## src/rtl/counter_display_unit.sv

```systemverilog
// Debounced up/down counter with load, sequential double-dabble BCD conversion
// and a multiplexed active-low seven-segment scan driver.
module counter_display_unit #(
  parameter int BITS      = 8,
  parameter int DIGITS    = 3,
  parameter int SATURATE  = 0,
  parameter int DB_CYCLES = 1000000,
  parameter int REFRESH   = 100000,
  parameter int LZB       = 1
) (
  input  logic            clk,
  input  logic            reset,
  input  logic            load,
  input  logic            up,
  input  logic            down,
  input  logic [BITS-1:0] SW,
  output logic [BITS-1:0] count,
  output logic            busy,
  output logic [6:0]      sseg,
  output logic [7:0]      AN,
  output logic            DP
);

  localparam int DBW = $clog2(DB_CYCLES + 1);
  localparam int RW  = $clog2(REFRESH + 1);
  localparam int IW  = $clog2(DIGITS + 1);
  localparam int CW  = $clog2(BITS + 1);
  localparam int BW  = 4 * DIGITS;

  typedef enum logic [1:0] {IDLE, SHIFT, DONE} state_t;

  function automatic logic [BITS-1:0] step(input logic [BITS-1:0] v, input logic inc);
    if (inc) begin
      if (v == '1) return (SATURATE != 0) ? v : '0;
      return v + 1'b1;
    end
    if (v == '0) return (SATURATE != 0) ? v : '1;
    return v - 1'b1;
  endfunction

  function automatic logic [BW-1:0] add3(input logic [BW-1:0] b);
    logic [BW-1:0] r;
    r = b;
    for (int k = 0; k < DIGITS; k++)
      if (r[4*k +: 4] >= 4'd5) r[4*k +: 4] = r[4*k +: 4] + 4'd3;
    return r;
  endfunction

  function automatic logic [6:0] seg7(input logic [3:0] n);
    case (n)
      4'd0: return 7'b1000000;
      4'd1: return 7'b1111001;
      4'd2: return 7'b0100100;
      4'd3: return 7'b0110000;
      4'd4: return 7'b0011001;
      4'd5: return 7'b0010010;
      4'd6: return 7'b0000010;
      4'd7: return 7'b1111000;
      4'd8: return 7'b0000000;
      4'd9: return 7'b0010000;
      default: return 7'b1111111;
    endcase
  endfunction

  logic [1:0]      s0_q, s1_q, lvl_q, lvl_d, pulse_q, pulse_d;
  logic [DBW-1:0]  db_cnt_q [2];
  logic [DBW-1:0]  db_cnt_d [2];
  logic [BITS-1:0] count_q, count_d, last_q, last_d, bin_q, bin_d;
  logic [BW-1:0]   bcd_q, bcd_d, disp_q, disp_d;
  logic [CW-1:0]   bit_cnt_q, bit_cnt_d;
  state_t          state_q, state_d;
  logic            busy_q, busy_d;
  logic [RW-1:0]   ref_q, ref_d;
  logic [IW-1:0]   idx_q, idx_d;

  // Debounce: index 0 is up, index 1 is down; a pulse fires when a high level is accepted
  always_comb begin
    for (int i = 0; i < 2; i++) begin
      lvl_d[i]    = lvl_q[i];
      db_cnt_d[i] = '0;
      pulse_d[i]  = 1'b0;
      if (s1_q[i] != lvl_q[i]) begin
        if (db_cnt_q[i] == DBW'(DB_CYCLES - 1)) begin
          lvl_d[i]   = s1_q[i];
          pulse_d[i] = s1_q[i];
        end else begin
          db_cnt_d[i] = db_cnt_q[i] + 1'b1;
        end
      end
    end
  end

  always_comb begin
    count_d = count_q;
    if (load)                        count_d = SW;
    else if (pulse_q[0] ^ pulse_q[1]) count_d = step(count_q, pulse_q[0]);
  end

  always_comb begin
    state_d   = state_q;
    bin_d     = bin_q;
    bcd_d     = bcd_q;
    bit_cnt_d = bit_cnt_q;
    last_d    = last_q;
    disp_d    = disp_q;
    busy_d    = busy_q;
    case (state_q)
      IDLE: if (count_q != last_q) begin
        last_d    = count_q;
        bin_d     = count_q;
        bcd_d     = '0;
        bit_cnt_d = '0;
        busy_d    = 1'b1;
        state_d   = SHIFT;
      end
      SHIFT: begin
        {bcd_d, bin_d} = {add3(bcd_q), bin_q} << 1;
        bit_cnt_d      = bit_cnt_q + 1'b1;
        if (bit_cnt_q == CW'(BITS - 1)) state_d = DONE;
      end
      DONE: begin
        disp_d  = bcd_q;
        busy_d  = 1'b0;
        state_d = IDLE;
      end
      default: state_d = IDLE;
    endcase
  end

  always_comb begin
    ref_d = ref_q + 1'b1;
    idx_d = idx_q;
    if (ref_q == RW'(REFRESH - 1)) begin
      ref_d = '0;
      idx_d = (idx_q == IW'(DIGITS - 1)) ? '0 : idx_q + 1'b1;
    end
  end

  always_ff @(posedge clk) begin
    if (reset) begin
      s0_q      <= '0;
      s1_q      <= '0;
      lvl_q     <= '0;
      pulse_q   <= '0;
      db_cnt_q  <= '{default: '0};
      count_q   <= '0;
      state_q   <= IDLE;
      bin_q     <= '0;
      bcd_q     <= '0;
      bit_cnt_q <= '0;
      last_q    <= '0;
      disp_q    <= '0;
      busy_q    <= 1'b0;
      ref_q     <= '0;
      idx_q     <= '0;
    end else begin
      s0_q      <= {down, up};
      s1_q      <= s0_q;
      lvl_q     <= lvl_d;
      pulse_q   <= pulse_d;
      db_cnt_q  <= db_cnt_d;
      count_q   <= count_d;
      state_q   <= state_d;
      bin_q     <= bin_d;
      bcd_q     <= bcd_d;
      bit_cnt_q <= bit_cnt_d;
      last_q    <= last_d;
      disp_q    <= disp_d;
      busy_q    <= busy_d;
      ref_q     <= ref_d;
      idx_q     <= idx_d;
    end
  end

  // Scan output: digit k>0 blanks when it and everything above it is zero
  logic [3:0] nib;
  logic       hi_zero;
  always_comb begin
    nib     = '0;
    hi_zero = 1'b0;
    AN      = 8'hFF;
    for (int k = 0; k < DIGITS; k++) begin
      if (idx_q == IW'(k)) begin
        nib     = disp_q[4*k +: 4];
        hi_zero = ((disp_q >> (4*k)) == '0);
        AN[k]   = 1'b0;
      end
    end
    sseg = ((LZB != 0) && (idx_q != '0) && hi_zero) ? 7'b1111111 : seg7(nib);
  end

  assign count = count_q;
  assign busy  = busy_q;
  assign DP    = 1'b1;

endmodule

```

## config.mk

```make
export PLATFORM = sky130hd
export DESIGN_NAME = counter_display_unit
export DESIGN_NICKNAME = d
export VERILOG_FILES = /design/src/rtl/counter_display_unit.sv
export SDC_FILE = /design/constraint.sdc
export NUM_CORES = 1
export LEC_CHECK = 0
export ABC_CLOCK_PERIOD_IN_PS = 2750
export BUFFER_PORTS_ARGS = -buffer_cell sky130_fd_sc_hd__buf_4
export CORE_MARGIN = 2
export CORE_UTILIZATION = 40
export DETAILED_ROUTE_END_ITERATION = 10
export HOLD_SLACK_MARGIN = 0.05
export PLACE_DENSITY = 0.6
export SYNTH_ARGS = -nofsm -noshare
export SYNTH_HDL_FRONTEND = slang
export SYNTH_SLANG_ARGS = --single-unit
```

## constraint.sdc

```tcl
create_clock -name clk -period 2.75 [get_ports clk]
set_input_delay 0.1375 -clock clk [delete_from_list [all_inputs] [get_ports clk]]
set_output_delay 0.1375 -clock clk [all_outputs]
set_load 0.005 [all_outputs]
```

# After elaboration in Yosys (flattened, before gate mapping)
# Memory sizes are Yosys's and may differ from the RTL's.
# Index checks and enable logic that the tools add are counted.
classes:
  addsub: 10
  magnitude_cmp: 3
  n_eq_ne: 14
  muxes: 44
  n_bitwise: 5
  n_reduce_logical: 22
op_table:
  columns: ["op", "n"]
  rows:
  - ["$mux W8", 9]
  - ["$add A20 B1 Y20 const B", 2]
  - ["$eq A20 B20 Y1 const B", 2]
  - ["$logic_not A12 Y1", 3]
  - ["$mux W4", 6]
  - ["$pmux W12 S2", 1]
  - ["$mux W1", 18]
  - ["$add A17 B1 Y17 const B", 1]
  - ["$eq A17 B17 Y1 const B", 1]
  - ["$pmux W8 S2", 1]
  - ["$ge A4 B3 Y1 const B", 3]
  - ["$mux W12", 1]
  - ["$reduce_and A2 Y1", 6]
  - ["$reduce_or A3 Y1", 4]
  - ["$add A4 B2 Y4 const B", 2]
  - ["$add A8 B1 Y8 const B", 1]
  - ["$eq A8 B8 Y1 const B", 1]
  - ["$logic_not A8 Y1", 1]
  - ["$ne A8 B8 Y1", 1]
  - ["$pmux W4 S2", 1]
  - ["$reduce_bool A2 Y1", 4]
  - ["$sub A8 B1 Y8 const B", 1]
  - ["$mux W7", 1]
  - ["$mux W2", 3]
  - ["16 further kinds", 24]
word_totals:
  regBits: 122
  rom_bits: 112
  inputBits: 13
  out_inout_bits: 25
  wordCells: 117
  mem_count: 1
mem_list:
  columns: ["name", "words", "word_bits", "rd", "rd_clocked_by_memory_dff", "write_ports", "line_no", "text"]
  rows:
  - ["(name not given)", 16, 7, 1, 0, 0, "50", "case (n)"]

# Logic depth before layout (Yosys ltp)
# Gate-level depths: netlist of run 1.
depth:
  ltp_word: 12
  depth_mapped: 8

# Least setup slack after synthesis of run 1
# OpenSTA, ideal clock, no wires.
synth_timing:
  kind: "register to output"
  from: "register idx_q[0]"
  to: "output port sseg[3]"
  t_arrival_ps: 1883
  required_ps: 2612
  path_slack_ps: 729
  stages_incl_launch_ff: 8
  path_buffers: 1
  cell_sequence: "dfxtp_1 -> clkbuf_1 -> mux2_2 -> a22oi_1 -> ha_1 -> nor2_1 -> a21oi_1 -> o21ai_0"
synth_via:
  elab_chain_cells: 6
  word_cells_on_any_way: 13
synth_lines:
  columns: ["item", "line_no", "text"]
  rows:
  - ["start: declaration", "74", "logic [IW-1:0] idx_q, idx_d;"]
  - ["start signal: assignment", "171", "idx_q <= idx_d;"]
  - ["$logic_not A2 Y1", "183", "if (idx_q == IW'(k)) begin"]
  - ["$mux W4 or $mux W1 (tied branches) (3 in series)", "183", null]
  - ["$mem_v2 Z16 W7 or $logic_and A1 B1 Y1 (tied branches)", null, null]
  - ["$mux W7 (*)", "189", "sseg = ((LZB != 0) && (idx_q != '0) && hi_zero) ? 7'b1111111 : seg7(nib);"]
  - ["end: declaration", "19", "output logic [6:0] sseg,"]
# Every way passes the cells marked *; elsewhere a longest branch is shown, timed or not.

# Worst setup path in the final report of run 1
layout_timing:
  from: "register count_q[3], in the netlist count[3]"
  to: "register count_q[4], in the netlist count[4]"
layout_via:
  elab_chain_cells: 12
  word_cells_on_any_way: 19
layout_lines:
  columns: ["item", "line_no", "text"]
  rows:
  - ["start: declaration", "68", "logic [BITS-1:0] count_q, count_d, last_q, last_d, bin_q, bin_d;"]
  - ["start signal: assignment", "162", "count_q <= count_d;"]
  - ["$eq A8 B8 Y1", "34", "if (v == '1) return (SATURATE != 0) ? v : '0;"]
  - ["$mux W1", "34", null]
  - ["$mux W1", "33", "if (inc) begin"]
  - ["$mux W1", "96", "else if (pulse_q[0] ^ pulse_q[1]) count_d = step(count_q, pulse_q[0]);"]
  - ["$mux W1", "95", "if (load) count_d = SW;"]
  - ["$mux W8", "35", "return v + 1'b1;"]
  - ["$mux W8", "33", null]
  - ["$mux W8", "37", "if (v == '0) return (SATURATE != 0) ? v : '1;"]
  - ["$mux W8", "38", "return v - 1'b1;"]
  - ["$mux W8 (*)", "37", null]
  - ["$mux W8 (*)", "96", null]
  - ["$mux W8 (*)", "95", null]
# Every way passes the cells marked *; elsewhere a longest branch is shown, timed or not. The select of a mux whose other input is x is not followed.
# A chain may end at the register's enable or synchronous reset.

==> results of run 1 <==
-- cells in the mapped netlist (3+ instances only) --
master / instances
sky130_fd_sc_hd__nor2_1: 101
sky130_fd_sc_hd__nand3b_1: 5
sky130_fd_sc_hd__o211ai_1: 6
sky130_fd_sc_hd__mux2i_1: 9
sky130_fd_sc_hd__a31oi_1: 11
sky130_fd_sc_hd__a21oi_1: 45
sky130_fd_sc_hd__dfxtp_1: 122
sky130_fd_sc_hd__ha_1: 18
sky130_fd_sc_hd__nor4_1: 8
sky130_fd_sc_hd__o21ai_0: 23
sky130_fd_sc_hd__nand2b_1: 7
sky130_fd_sc_hd__buf_4: 7
sky130_fd_sc_hd__or3_1: 5
sky130_fd_sc_hd__nor3_1: 22
sky130_fd_sc_hd__xnor2_1: 40
sky130_fd_sc_hd__inv_1: 29
sky130_fd_sc_hd__nor2b_1: 9
sky130_fd_sc_hd__clkbuf_1: 26
sky130_fd_sc_hd__nor4b_1: 6
sky130_fd_sc_hd__a22oi_1: 6
sky130_fd_sc_hd__nand3_1: 34
sky130_fd_sc_hd__xor2_1: 30
sky130_fd_sc_hd__nand4_1: 17
sky130_fd_sc_hd__buf_2: 5
sky130_fd_sc_hd__nand2_1: 81
sky130_fd_sc_hd__or2_2: 4
sky130_fd_sc_hd__and3_1: 8
sky130_fd_sc_hd__a211oi_1: 3
-- layout make-up --
class | instances | share of cell area (%)
multi-input combinational | 539 | 46.3
sequential | 122 | 35.1
clock buffer | 24 | 7.07
timing repair buffer | 47 | 5.33
tap | 184 | 3.31
inverter | 29 | 1.57
clock inverter | 7 | 1.30
-- final timing paths --
kind / startpoint / to / slack (ps) / depth (start not counted)
worst max-delay path: count[3] / count[4] / 130 / 6
worst min-delay path: SW[2] / count[2] / 70 / 3
worst max register to register: count[3] / count[4] / 130 / 6
worst min register to register: s0_q[1] / s1_q[1] / 440 / 1
-- per-layer routing --
metal	routed length [um]	vias to the layer above
li1	-	2548
met1	6100	2315
met2	6150	107
met3	620	21
met4	284	0
met5	0	-
-- worst register-to-register path: stages (launching register included) --
cell and delay (ps):
sky130_fd_sc_hd__dfxtp_1 460, sky130_fd_sc_hd__or4_4 600, sky130_fd_sc_hd__or3_4 410, sky130_fd_sc_hd__a31oi_2 170, sky130_fd_sc_hd__a211oi_1 70, sky130_fd_sc_hd__a2111oi_2 260, sky130_fd_sc_hd__dlygate4sd3_1 580
-- flip-flops by register name, indices dropped and copies added (netlist names), 2 cells and up --
signal / count
disp_q: 12
lvl_q: 2
ref_q: 17
bcd_q: 12
last_q: 8
s0_q: 2
idx_q: 2
db_cnt_q: 40
bit_cnt_q: 4
count: 8
bin_q: 8
state_q: 2
s1_q: 2
pulse_q: 2
-- logic make-up (layout without fill, tap and decap cells) --
logic type               count (synthesis)  after routing
other                                    1              6
AND/OR/NAND/NOR                        317            317
multiplexers                            11             11
XOR/XNOR                                70             70
flip-flops                             122            122
adder cells (fa/ha/maj)                 18             18
buffers and inverters                   69            107
AO/OA/AOI/OAI                          117            117
-- power by group through the flow --
stage	clock [uW]	sequential, uW	combinational [uW]
6_report	2170	1860	295
5_1_grt	2310	1860	330
4_1_cts	2220	1860	296
3_5_place_dp	0	1890	286
3_3_place_gp	0	1890	282
2_1_floorplan	0	1870	220
-- what timing repair did --
item	CTS	global route
endpoints found under the setup margin	0	4
resized for setup	0	4
buffers inserted	0	0
endpoints found under the hold margin	6	0
hold buffers	7	0
-- per-stage QoR --
step / std cells / hold WS (ps)
after CTS: 952 / 55.3
final: 952 / 71.6
after global placement: 914 / 356
after floorplan: 730 / 266
after global routing: 952 / 93.1
after detailed placement: 914 / 360
==> flow_summary.json, run 1 <==
{
  "area_overhead_of_the_layout_relative_to_synthesis_pct": 17.3,
  "yosys.area_share.xor_xnor_pct": 10.3,
  "pin_count_of_the_biggest_net_entering_global_routing": 43,
  "synth.cell_area_mm2": 0.00593,
  "mostFrequentLayoutCell": "sky130_fd_sc_hd__dfxtp_1",
  "layout_setup_ws_ps": 129,
  "floorplan.rows": 44,
  "crit_path_max_fanout": 14,
  "critical_path_buf_inv_count": 1,
  "diodes": 0,
  "synth_simple_gate_area_share_pct": 25.3,
  "sw_frac_of_total_pct": 22.5,
  "detail-route-antenna-nets": 0,
  "worst-endpoint-arrival_ps": 2970,
  "cts.sink_count": 122,
  "slew_headroom_pct": 49.5,
  "final_period_utilization_pct": 95.3,
  "synth_seq_area_share_pct": 41.2,
  "max_cap_viol_count": 0,
  "powerDensity_mw_per_mm2": 621,
  "worst_skew_pair.late_latency_ps": 410,
  "timing_worst_setup_path_type": "flop to flop",
  "synth_top_family_by_area": "simple AND/OR/NAND/NOR gates",
  "floorplan.initialDensity_pct": 40.8,
  "power.share.combinational_pct": 6.8,
  "synth-async-reset-ratio_pct": 0,
  "drt_iter0_markers": 404,
  "timing.final.crit_period_ps": 2620,
  "dpl_cell_area_mm2": 0.00629,
  "grt_util_met3_pct": 5.23,
  "post_synth_adder_cell_area_pct": 3.80,
  "finish.instance_area_mm2": 0.00695,
  "placeableCoreArea_mm2": 0.0145,
  "grt.busiest_layer": "met2",
  "drive_above_1_share_pct": 10.9,
  "path_cells": "or4_4 -> or3_4 -> a31oi_2 -> a211oi_1 -> a2111oi_2 -> dlygate4sd3_1",
  "met1_demand_to_capacity_share_in_global_routing_pct": 21.3,
  "outcome": "complete, no violations",
  "timing.critical_path.from_type": "flop",
  "ctsLongestPathBuffers": 2,
  "synthDominantAreaCellType": "sky130_fd_sc_hd__dfxtp_1",
  "crit_path_top_delay_cell": "sky130_fd_sc_hd__or4_4",
  "final_wirelength_um": 13200,
  "design_internal_power_uw": 3350,
  "place_congestion": 0.862,
  "clock.fmax_mhz": 382,
  "path_type_of_the_worst_min_delay_path": "input pin to flop",
  "drcViolationCount": 0,
  "routed_wire_length_per_instance_um": 13.8,
  "final_total_negative_setup_slack_ps": 0,
  "critPathCaptureType": "flop",
  "cts_inserted_buffers": 17,
  "post_synth.cell_area_avg_um2": 8.18,
  "synth_top_area_share_pct": 41.2,
  "yosys_most_used_dff": "sky130_fd_sc_hd__dfxtp_1",
  "grt_antenna_before_repair": 0,
  "cts_tree": "built",
  "vias": 4991,
  "postLayoutCoreUtil_pct": 47.8,
  "synthesis.yosys.warnings": 0,
  "timing.final.setup_violations": 0,
  "die-area_mm2": 0.0158,
  "first_pass_iters": 4,
  "clock_power_share_pct": 50.2,
  "die_y_um": 126,
  "power_uw": 4320,
  "synth_edf_count": 0,
  "grt_pass1_vias": 4849,
  "switchingPower_uw": 972,
  "synth-seq-cells": 122,
  "fillerInstances": 1407,
  "report.final.slew_viol_count": 0,
  "synth_compound_gate_area_share_pct": 12.4,
  "timing.critical_path.required_ps": 3100,
  "p_leak_uw": 0.00245,
  "die_w_um": 126,
  "routed_via_density": 5.24,
  "grt_util_met2_pct": 28.3,
  "path_delay_family": "simple AND/OR/NAND/NOR gates",
  "global_route.overflow_total": 0,
  "critical_path.max_stage_delay_ps": 600,
  "top_level_ports": 38,
  "grt_pass1_wl_um": 22400,
  "worst_pin_slew_ps": 755,
  "clk_pin_slew_ps": 50,
  "ys_top_cells_by_area": "sky130_fd_sc_hd__dfxtp_1, sky130_fd_sc_hd__nor2_1, sky130_fd_sc_hd__xnor2_1",
  "final_net_count": 787,
  "synthDistinctLibCells": 58,
  "final_cell_mix": "sky130_fd_sc_hd__dfxtp_1, sky130_fd_sc_hd__nor2_1, sky130_fd_sc_hd__nand2_1, sky130_fd_sc_hd__a21oi_1",
  "register_area_mm2": 0.00244,
  "multiInputGateArea_mm2": 0.00322,
  "synth.area.mux_share_pct": 1.90,
  "dp_worst_setup_slack_ps": 589,
  "grt_setup_unrepaired": "false",
  "final_setup_skew_ps": 6.03,
  "detailedPlacementHpwl_um": 9180,
  "grt_util_all_layers_pct": 17.3,
  "vdd_drop_max_v": 0.000426,
  "cts.htree.levels": 4,
  "clockRootBuffer": "sky130_fd_sc_hd__clkbuf_16",
  "hold_viol": 0,
  "portBuffers": 31,
  "share_seq_of_total_power_pct": 43.0,
  "syn_inst": 725
}
Note: power is estimated with default switching activity, not from simulation.
==> inputs of run 2 (changes only) <==
ABC_CLOCK_PERIOD_IN_PS = 2300   (was 2750)
PLACE_DENSITY = 0.63   (was 0.6)
clock period = 2.3 ns   (was 2.75 ns; I/O delays follow)
==> run 2 against run 1 <==
Critical path depth grew 2. Sequential share of layout area shrank 0.70 points. Register-to-register slack gained 230 ps. Critical endpoint is now sseg[3]. Total power grew 20%. Final cell count grew 1.7%.
==> flow_summary.json, run 2 (same netlist as run 1, synthesis figures left out) <==
{
  "slew_headroom_pct": 50.2,
  "cpMostUsedCell": "sky130_fd_sc_hd__buf_4",
  "vias": 5045,
  "detailedPlacementHpwl_um": 9060,
  "p_leak_uw": 0.00253,
  "cts.sink_count": 122,
  "final_setup_skew_ps": 7.23,
  "timing.critical_path.from_type": "flop",
  "die_y_um": 126,
  "drt_iter0_markers": 356,
  "die_w_um": 126,
  "max_cap_viol_count": 0,
  "floorplan.rows": 44,
  "pin_count_of_the_biggest_net_entering_global_routing": 51,
  "worst_hold_slack_ps": 107,
  "cts_tree": "built",
  "grt_setup_unrepaired": "false",
  "clockRootBuffer": "sky130_fd_sc_hd__clkbuf_16",
  "critical_path.max_stage_delay_ps": 380,
  "path_delay_family": "compound AO/OA/AOI/OAI gates",
  "mostFrequentLayoutCell": "sky130_fd_sc_hd__dfxtp_1",
  "outcome": "complete, no violations",
  "crit_path_top_delay_cell": "sky130_fd_sc_hd__dfxtp_4",
  "fillerInstances": 1391,
  "ctsLongestPathBuffers": 2,
  "layout_top_registers": "db_cnt_q: 40 flops, ref_q: 17 flops",
  "drive_above_1_share_pct": 13.3,
  "grt_pass1_vias": 4853,
  "first_pass_iters": 4,
  "max_flop_register": "db_cnt_q",
  "worst-endpoint-arrival_ps": 2090,
  "critPathCaptureType": "output port",
  "grt_pass1_wl_um": 22200,
  "register_area_mm2": 0.00245,
  "path_cells": "nor2b_4 -> buf_4 -> a22oi_2 -> ha_1 -> nor2_1 -> a21oi_1 -> o21ai_1 -> buf_4",
  "crit_path_max_fanout": 9,
  "vdd_drop_max_v": 0.000580,
  "routed_wire_length_per_instance_um": 13.5,
  "report.final.slew_viol_count": 0,
  "placeableCoreArea_mm2": 0.0145,
  "multiInputGateArea_mm2": 0.00326,
  "timing.final.setup_violations": 0,
  "drcViolationCount": 0,
  "timing_worst_setup_path_type": "flop to output port",
  "hold_viol": 0,
  "final_total_negative_setup_slack_ps": 0,
  "cts_inserted_buffers": 17,
  "detail-route-antenna-nets": 0,
  "final_cell_mix": "sky130_fd_sc_hd__dfxtp_1, sky130_fd_sc_hd__nor2_1, sky130_fd_sc_hd__nand2_1, sky130_fd_sc_hd__buf_4, sky130_fd_sc_hd__a21oi_1",
  "die-area_mm2": 0.0158,
  "clock.fmax_mhz": 453,
  "floorplan.initialDensity_pct": 40.8,
  "area_overhead_of_the_layout_relative_to_synthesis_pct": 20.0,
  "path_type_of_the_worst_min_delay_path": "input pin to flop",
  "cts.htree.levels": 4,
  "grt_antenna_before_repair": 0,
  "powerDensity_mw_per_mm2": 728,
  "final_wirelength_um": 13100,
  "diodes": 0,
  "final_period_utilization_pct": 96.0,
  "grt_util_all_layers_pct": 16.8,
  "critical_path_buf_inv_count": 2,
  "portBuffers": 31,
  "timing.critical_path.required_ps": 2180,
  "routed_via_density": 5.21,
  "final_net_count": 802,
  "largest_register_ffs": 40,
  "worst_pin_slew_ps": 745,
  "global_route.overflow_total": 0,
  "top_level_ports": 38,
  "timing.final.crit_period_ps": 2210,
  "place_congestion": 0.880,
  "worst_skew_pair.late_latency_ps": 420,
  "clk_pin_slew_ps": 50
}
-- run 2: stage by stage --
stage | area, um2 | util (%) | power [uW] | instances | worst slack [ps]
after floorplan | 5950 | - | 2500 | 730 | 302
after global routing | 7110 | 48.9 | 5370 | 968 | 1.24
final | 7110 | 48.9 | 5180 | 968 | 91.5
after detailed placement | 6380 | 43.9 | 2630 | 927 | 255
after CTS | 7080 | 48.7 | 5220 | 968 | 30.1
after global placement | 6380 | 43.9 | 2620 | 927 | 326
-- run 2: power by group --
part / internal, uW / total [uW] / switching (uW)
registers: 2160 / 2200 / 41.5
clock network: 1670 / 2590 / 913
logic: 169 / 394 / 226
total: 4000 / 5180 / 1180
-- run 2: path summary, 6_finish.rpt --
kind                            startpoint       end  slack (ps)  cells after the start
worst max-delay path              idx_q[1]   sseg[3]          90                      8
worst min-delay path                 SW[5]  count[5]         110                      3
worst max register to register    count[3]  count[4]         360                      5
worst min register to register     s0_q[1]   s1_q[1]         440                      1
-- run 2: metal layers --
layer	GRT usage [%]	up-vias	routed length [um]	part of all wire, %
met5	0	-	0	0
met4	7.89	0	312	2.4
met3	3.44	23	447	3.4
met2	27.9	83	6250	48
met1	21.0	2365	6050	46
li1	-	2574	-	-
-- run 2: what timing repair did --
action                                  4_1_cts  5_1_grt
endpoints found under the setup margin        6        5
pin swaps                                     0        4
setup buffers                                 1        0
hold endpoints to repair                      7        0
gates resized for setup                       8        9
hold buffers                                  8        0
-- run 2: worst register-to-register path: cells and delay by family, from the launching register on --
family / cells / cell delay, ps
AND/OR/NAND/NOR: 2 / 970
AO/OA/AOI/OAI: 3 / 510
flip-flops: 1 / 370
-- run 2: cell type report --
cell class | instances | share of cell area (%)
Inverter | 29 | 1.53
Timing Repair Buffer | 62 | 6.82
Tap cell | 184 | 3.24
Clock inverter | 7 | 1.27
Sequential cell | 122 | 34.4
Clock buffer | 25 | 6.82
Multi-Input combinational cell | 539 | 45.9
